[config.mk]
export PLATFORM = sky130hd
export DESIGN_NAME = divide_bits
export DESIGN_NICKNAME = d
export VERILOG_FILES = /design/src/rtl/divide_bits.sv
export SDC_FILE = /design/constraint.sdc
export NUM_CORES = 1
export LEC_CHECK = 0
export ABC_AREA = 1
export BUFFER_PORTS_ARGS = -buffer_cell sky130_fd_sc_hd__buf_4
export CAP_MARGIN = 20
export CORE_MARGIN = 2
export CORE_UTILIZATION = 55
export CTS_CLUSTER_SIZE = 25
export DETAILED_ROUTE_END_ITERATION = 12
export GPL_TIMING_DRIVEN = 0
export PLACE_DENSITY_LB_ADDON = 0.15
export SYNTH_ARGS = -nofsm -noshare
export SYNTH_HDL_FRONTEND = slang
export SYNTH_SLANG_ARGS = --single-unit
[constraint.sdc]
create_clock -name CLK -period 1.9 [get_ports CLK]
set_clock_uncertainty 0.05 [all_clocks]
set_input_delay 0.38 -clock CLK [delete_from_list [all_inputs] [get_ports CLK]]
set_output_delay 0.38 -clock CLK [all_outputs]
set_load 0.01 [all_outputs]
[src/rtl/divide_bits.sv]
// divide_bits: 8-bit unsigned restoring divider, one quotient bit per clock.
// Optional build macro: DIVZ_EARLY_EN. When it is defined, a zero divisor skips the CALC
// steps and goes straight from IDLE to DONE with the same result values.
module divide_bits (
    input  logic       CLK,
    input  logic       RST,
    input  logic       START,
    input  logic [7:0] A,
    input  logic [7:0] B,
    output logic [7:0] Q,
    output logic [7:0] R,
    output logic       BUSY,
    output logic       DONE,
    output logic       DIVZ
);

    typedef enum logic [1:0] {
        StIdle = 2'd0,
        StCalc = 2'd1,
        StDone = 2'd2
    } state_e;

    state_e      state_q, state_d;
    logic [2:0]  cnt_q, cnt_d;
    // Dividend bits leave at the MSB while quotient bits enter at the LSB.
    logic [7:0]  work_q, work_d;
    logic [7:0]  div_q, div_d;
    logic [8:0]  rem_q, rem_d;
    logic [7:0]  quo_q, quo_d;
    logic [7:0]  res_q, res_d;
    logic        divz_q, divz_d;

    logic [8:0]  rem_shift;
    logic [9:0]  diff;
    logic        no_borrow;
    logic [8:0]  rem_step;
    logic [7:0]  work_step;

    // One restoring step: shift in the next dividend bit, trial-subtract the divisor.
    always_comb begin
        rem_shift = {rem_q[7:0], work_q[7]};
        diff      = {1'b0, rem_shift} - {2'b00, div_q};
        no_borrow = ~diff[9];
        rem_step  = no_borrow ? diff[8:0] : rem_shift;
        work_step = {work_q[6:0], no_borrow};
    end

    // Next-state logic and outputs.
    always_comb begin
        state_d = state_q;
        cnt_d   = cnt_q;
        work_d  = work_q;
        div_d   = div_q;
        rem_d   = rem_q;
        quo_d   = quo_q;
        res_d   = res_q;
        divz_d  = divz_q;

        unique case (state_q)
            StIdle: begin
                if (START) begin
                    work_d = A;
                    div_d  = B;
                    rem_d  = 9'd0;
                    cnt_d  = 3'd0;
`ifdef DIVZ_EARLY_EN
                    if (B == 8'd0) begin
                        // Same values the full iteration would reach for a zero divisor.
                        state_d = StDone;
                        quo_d   = 8'hFF;
                        res_d   = A;
                        divz_d  = 1'b1;
                    end else begin
                        state_d = StCalc;
                    end
`else
                    state_d = StCalc;
`endif
                end
            end
            StCalc: begin
                rem_d  = rem_step;
                work_d = work_step;
                cnt_d  = cnt_q + 3'd1;
                if (cnt_q == 3'd7) begin
                    state_d = StDone;
                    quo_d   = work_step;
                    // Final remainder is below the divisor, so it always fits 8 bits.
                    res_d   = rem_step[7:0];
                    divz_d  = (div_q == 8'd0);
                end
            end
            StDone: begin
                state_d = StIdle;
            end
            default: begin
                state_d = StIdle;
            end
        endcase

        BUSY = (state_q != StIdle);
        DONE = (state_q == StDone);
        Q    = quo_q;
        R    = res_q;
        DIVZ = divz_q;
    end

    // State registers with synchronous reset taking priority over everything.
    always_ff @(posedge CLK) begin
        if (RST) begin
            state_q <= StIdle;
            cnt_q   <= 3'd0;
            work_q  <= 8'd0;
            div_q   <= 8'd0;
            rem_q   <= 9'd0;
            quo_q   <= 8'd0;
            res_q   <= 8'd0;
            divz_q  <= 1'b0;
        end else begin
            state_q <= state_d;
            cnt_q   <= cnt_d;
            work_q  <= work_d;
            div_q   <= div_d;
            rem_q   <= rem_d;
            quo_q   <= quo_d;
            res_q   <= res_d;
            divz_q  <= divz_d;
        end
    end

endmodule

==> impl_metrics.tcl, run 1 <==
set metrics [dict create \
    seqCellArea_um2 928 \
    fillers 328 \
    r2r_cells 11 \
    path_cells "ha_4, inv_4, fa_2, nand2_2, nand2_2, nand3b_1, nand3b_1, nand3_2, nand2_2, o21bai_1, inv_1" \
    slew_headroom_pct 58.1 \
    synth.distinct_cells 33 \
    die_area_um2 4790 \
    crit_path_start_kind "register" \
    worstReg2RegStart "div_q[0]" \
    multi_input_area_um2 1320 \
    clk-insertion-delay-late_ps 310 \
    crit_arrival_ps 1960 \
    leakage_nw 1.36 \
    grtUsageTotal_pct 22.6 \
    syn_to_final_growth_pct 26.6 \
    synth_nets 337 \
    grt_pass1_vias 1888 \
    netlist_instances 307 \
    detail-route-antenna-nets 0 \
    synthesis.area_um2 2340 \
    cts_buffer_depth 2 \
    crit_buf_inv 2 \
    netlist_top_cells_area "dfxtp_1, nand2_1, nand2_2" \
    dieHeight_um 69.2 \
    post-route-period-util_pct 94.9 \
    synth.largest_area_cell "dfxtp_1" \
    cts_root_buf "clkbuf_8" \
    worst_pin_slew_ps 629 \
    port-buffer-count 37 \
    yosys_register_bits 46 \
    pwr-share-clk_pct 28.2 \
    io_pins 38 \
    cts_max_level 2 \
    slew_violations 0 \
    vias 2136 \
    antenna_found_initial 0 \
    cp_top_family "adder cells" \
    cpMostUsedCell "nand2_2" \
    hold_viol_final 0 \
    synth_top_cell_area_share_pct 39.4 \
    cp_slowest_cell "dfxtp_2" \
    crit_required_ps 2060 \
    fmax_ghz 0.554 \
    clk_pin_slew_ps 90 \
    wire_per_inst_um 13.6 \
    routed_wl_mm 5.52 \
    outcome "completed" \
    ir_drop_v 0.000577 \
    hold_slack_ps 229 \
    drive_gt1_share_pct 35.5 \
    powerDensity_nw_per_um2 914 \
    clock_sinks 46 \
    pwr-share-comb_pct 32.4 \
    grt_overflow_total 0 \
    drt_drc_violations_left 0 \
    ys_warn_count 0 \
    cp_slowest_stage_delay_ps 390 \
    drt_iter0_drc 73 \
    yosysSeqAreaShare_pct 39.4 \
    drt-pass1-iter-count 5 \
    setup_viol 0 \
    min_to "state_q[0]" \
    switching_power_mw 0.920 \
    rsz0062_at_grt "true" \
    grt_max_degree 16 \
    critPathMaxFanout 3 \
    core_area_um2 4060 \
    nets 384 \
    finalPower_mw 2.70 \
    hold_path.class "in -> reg" \
    row_count 23 \
    min_from "RST" \
    critPathCaptureType "register" \
    syn-mean-instance-area_um2 7.61 \
    dieWidth_um 69.2 \
    cts_buffers 5 \
    cellInternalPower_mw 1.78 \
    dpl.hpwl_mm 3.80 \
    place_congestion 0.867 \
    cap_violations 0 \
    post-route-min-period_ps 1800 \
    antennaDiodeCount 0 \
    switching_share_pct 34.0 \
    viasPerCell 5.27 \
    reg2reg_to "R[6]" \
    crit_type "reg -> reg" \
    cts_tree "done" \
    hold_buffers 0 \
    seqPwrFrac_pct 39.4 \
    hold-path-cell-count 2 \
    grt_pass1_wl_mm 8.71 \
    initial_core_util_pct 57.6 \
    r2r_slack_ps 100 \
]
[cell usage in the layout (no fill, tap or decap), types with 9 or more instances in the layout]
master	Yosys	final
nand3_1	13	12
o21ai_0	25	25
dfxtp_1	46	40
a21oi_1	17	17
buf_4	1	40
inv_1	33	27
a21oi_2	9	9
nand2_2	21	25
nand2_1	73	69
[kinds of logic after synthesis]
| family | Yosys count | share of synthesized area, % |
|---|---|---|
| adder cells (fa/ha/maj) | 11 | 6.21 |
| AND/OR/NAND/NOR | 130 | 27.0 |
| buffers and inverters | 48 | 8.83 |
| XOR/XNOR | 2 | 0.750 |
| AO/OA/AOI/OAI | 70 | 17.8 |
| flip-flops | 46 | 39.4 |
[timing repair]
item / CTS / global route
cloned: 0 / 1
gates resized for setup: 1 / 31
setup endpoints to repair: 1 / 16
pin swaps: 0 / 11
buffers inserted: 0 / 2
[power by group through the flow]
stage	logic [mW]	registers [mW]	clock network, mW
floorplan	0.560	1.07	0
global placement	0.698	1.08	0
detailed placement	0.711	1.08	0
CTS	0.720	1.05	0.764
global route	0.959	1.07	0.799
finish	0.875	1.07	0.763
[how the worst max path moves through the flow]
stage	startpoint	endpoint	slack [ps]	depth (start not counted)
6_report	div_q[0]	R[6]	100	11
5_1_grt	work_q[7]	R[6]	-20	12
3_3_place_gp	work_q[7]	R[6]	50	12
3_5_place_dp	work_q[7]	R[6]	20	12
4_1_cts	work_q[7]	R[6]	3	12
2_1_floorplan	work_q[7]	R[6]	200	12
[worst reg2reg max path, delay by kind of cell, from the launching register on]
kind | cells | cell delay [ps]
adders and majority gates | 2 | 540
AOI/OAI and AO/OA | 1 | 140
buffers and inverters | 2 | 80
DFF | 1 | 390
and+or+nand+nor | 6 | 500
[cell usage after synthesis (all sizes together)]
cell,n
xor2,1
nand4,1
nand2,94
dfxtp,46
a31oi,7
ha,10
o21ai,29
clkbuf,5
nand3,18
xnor2,1
buf,6
nor4,2
fa,1
nand3b,2
a21oi,26
o21bai,8
nor2,10
or2,3
inv,37
[layout make-up]
class	count	area share [%]
well taps	50	2.11
multi-input cells	213	44.7
repair buffers	40	10.7
plain buffers	11	2.41
clock inverters	3	1.48
inverters	37	4.86
flip-flops and latches	46	31.4
clock buffers	5	2.33
[metal layers]
layer | up-vias | part of all wire (%) | GRT usage [%]
li1 | 1088 | - | -
met1 | 966 | 48 | 32.1
met2 | 70 | 43 | 34.3
met3 | 12 | 6.3 | 4.80
met4 | 0 | 2.1 | 7.19
met5 | - | 0 | 0
[sequential cells by signal, indices dropped and copies added (netlist names)]
register,flops
DIVZ,1
state_q,2
div_q,8
cnt_q,3
Q,8
rem_q,8
work_q,8
R,8
[stage by stage]
stage	TNS, ps	instances	area [um^2]	utilization [%]	setup slack [ps]
2_1_floorplan	0	307	2340	-	197
3_5_place_dp	0	394	2680	66.0	22.0
5_1_grt	-32.9	405	2960	72.9	-22.6
6_report	0	405	2960	72.9	96.0
3_3_place_gp	0	394	2680	66.0	52.3
4_1_cts	0	402	2790	68.8	2.65
Power figures use the tool's default switching activity.
==> run 2: changes to the inputs <==
Settings changed: ABC_AREA 1 to unset.
==> run 2 against run 1 <==
Compared with the run above: the flow now finishes with violations (negative setup slack); hold slack improved by 37 ps; clock power rose by 13%; highest routed layer unchanged; sequential power is essentially flat; synthesized cell count down 8.1%; setup slack got worse by 280 ps; die area shrank 3.0%; synthesized area is 3.2% lower.
==> impl_metrics.tcl, run 2 <==
set metrics [dict create \
    outcome "finished with violations" \
    violations "negative setup slack" \
    clk-insertion-delay-late_ps 300 \
    row_count 23 \
    crit_required_ps 2020 \
    grt_busiest_layer "met2" \
    dp_cells 369 \
    yosysSeqAreaShare_pct 40.7 \
    crit_type "reg -> reg" \
    setup_viol 12 \
    nets 368 \
    grt_max_degree 16 \
    grt_use_met3_pct 3.78 \
    yosys_register_bits 46 \
    synthFlopType "dfxtp_1" \
    initial_core_util_pct 57.0 \
    clock_sinks 46 \
    viasPerCell 5.78 \
    fmax_ghz 0.480 \
    seqCellArea_um2 936 \
    synthesis.area_um2 2260 \
    pwr-share-comb_pct 38.8 \
    synth_top_cell_area_share_pct 40.7 \
    clk_pin_slew_ps 90 \
    grt_pass1_wl_mm 9.32 \
    synth.distinct_cells 46 \
    ir_drop_v 0.000761 \
    switching_power_mw 1.07 \
    syn_to_final_growth_pct 38.8 \
    synth.largest_area_cell "dfxtp_1" \
    multi_input_area_um2 1480 \
    synth_nets 312 \
    drt_iter0_drc 170 \
    grtUsageMet2_pct 45.9 \
    syn-mean-instance-area_um2 8.02 \
    hold_buffers 0 \
    hold_viol_final 0 \
    slew_violations 0 \
    wire_per_inst_um 16.7 \
    cts_max_level 2 \
    pwr-share-clk_pct 27.1 \
    io_pins 38 \
    die_area_um2 4640 \
    hold_path.class "in -> reg" \
    cellInternalPower_mw 2.12 \
    routed_wl_mm 6.50 \
    post-route-min-period_ps 2080 \
    place_congestion 0.848 \
    synth_async_sr_flop_share_pct 0 \
    drive_gt1_share_pct 34.2 \
    drt_drc_violations_left 0 \
    cp_slowest_stage_delay_ps 430 \
    path_cells "inv_2, ha_4, buf_4, nand2b_4, a2111o_1, nand2_4, mux2i_1, o21ai_0" \
    final_util_pct 79.0 \
    cts_tree "done" \
    grt_overflow_total 0 \
    post-route-period-util_pct 110 \
    fillers 275 \
    crit_arrival_ps 2200 \
    cts_root_buf "clkbuf_8" \
    detail-route-antenna-nets 0 \
    leakage_nw 1.24 \
    antennaDiodeCount 0 \
    cts_buffers 5 \
    ys_warn_count 0 \
    critPathMaxFanout 8 \
    layout_common_cells "nand2_1, buf_4, dfxtp_1" \
    layout.cells.non_filler 389 \
    antenna_found_initial 0 \
    worst_pin_slew_ps 677 \
    yosysMostFrequentCell "nand2_1" \
    drt-pass1-iter-count 5 \
    port-buffer-count 37 \
    cts_buffer_depth 2 \
    r2r_slack_ps -180 \
    critPathCaptureType "register" \
    cap_violations 0 \
    layout_commonest_cell "nand2_1" \
    synthTopCellsByCount "nand2_1, dfxtp_1, nor2_1" \
    dieHeight_um 68.1 \
    synth-edff-count 0 \
    vias 2247 \
    core_area_um2 3970 \
    slew_headroom_pct 54.7 \
    grt_pass1_vias 1972 \
    cp_slowest_cell "a2111o_1" \
    netlist_top_cells_area "dfxtp_1, nand2_1, ha_1" \
    dieWidth_um 68.1 \
    dpl.hpwl_mm 3.82 \
    switching_share_pct 33.5 \
    powerDensity_nw_per_um2 1010 \
    grtUsageTotal_pct 27.2 \
    crit_path_start_kind "register" \
    seqPwrFrac_pct 34.0 \
    use_met1_pct 35.4 \
    rsz0062_at_grt "true" \
    setup_ws_ps -182 \
    setup_tns_ps -1200 \
    netlist_instances 282 \
]
-- run 2: cell types whose count changed after synthesis, sizes merged, moves of 4 or more --
cell,change
nand2,-30
o21ai,-16
mux2i,+4
nand3,-13
a31oi,-5
a211oi,+10
a311oi,+8
inv,-22
o21bai,-8
nor2,+22
-- run 2: power by group through the flow --
stage	logic (mW)	registers, mW	clock network [mW]
after floorplan	0.567	1.07	0
after global placement	0.720	1.08	0
after detailed placement	0.736	1.08	0
after CTS	0.999	1.07	0.873
after global routing	1.32	1.09	0.905
final	1.24	1.08	0.865
-- run 2: final timing paths --
check                               start        to  cells after the start
worst min-delay path                 B[3]  div_q[3]                      3
worst max register to register  work_q[7]  rem_q[1]                      8
worst max-delay path            work_q[7]  rem_q[1]                      8
worst min register to register       Q[3]      Q[3]                      2
-- run 2: worst max-delay path: cells and delay by family (launching register included) --
family | cells | cell delay, ps
AOI/OAI and AO/OA | 2 | 580
adders and majority gates | 1 | 150
buffers and inverters | 2 | 170
DFF | 1 | 340
muxes | 1 | 290
and+or+nand+nor | 2 | 350
-- run 2: cell families after synthesis --
logic type               count (synthesis)  synth area share, %
buffers and inverters                   30                 6.75
XOR/XNOR                                 3                 1.16
adder cells (fa/ha/maj)                 11                 6.42
AND/OR/NAND/NOR                        116                 22.3
multiplexers                             4                 1.77
flip-flops                              46                 40.7
AO/OA/AOI/OAI                           72                 20.9
-- run 2: layer usage --
metal	routed length [um]	part of all wire, %
met1	2760	42
met2	3240	50
met3	337	5.2
met4	170	2.6
met5	0	0
-- run 2: layout make-up --
type | instances | area share (%)
multi-input cells | 206 | 47.1
flip-flops and latches | 46 | 29.8
repair buffers | 51 | 12.2
plain buffers | 13 | 2.71
clock buffers | 5 | 2.19
clock inverters | 3 | 2.19
well taps | 50 | 1.99
inverters | 15 | 1.79
-- run 2: timing repair --
action / in CTS / in global routing
gates resized for setup: 39 / 28
pin swaps: 14 / 10
setup buffers: 8 / 7
setup endpoints to repair: 17 / 20
-- run 2: metrics by stage --
step / cell area (um^2) / worst slack (ps) / total power, mW / hold WS (ps)
2_1_floorplan: 2260 / 4.33 / 1.64 / 376
3_3_place_gp: 2610 / -263 / 1.80 / 395
3_5_place_dp: 2610 / -295 / 1.82 / 397
4_1_cts: 3000 / -174 / 2.94 / 265
5_1_grt: 3140 / -218 / 3.31 / 272
6_report: 3140 / -182 / 3.19 / 266
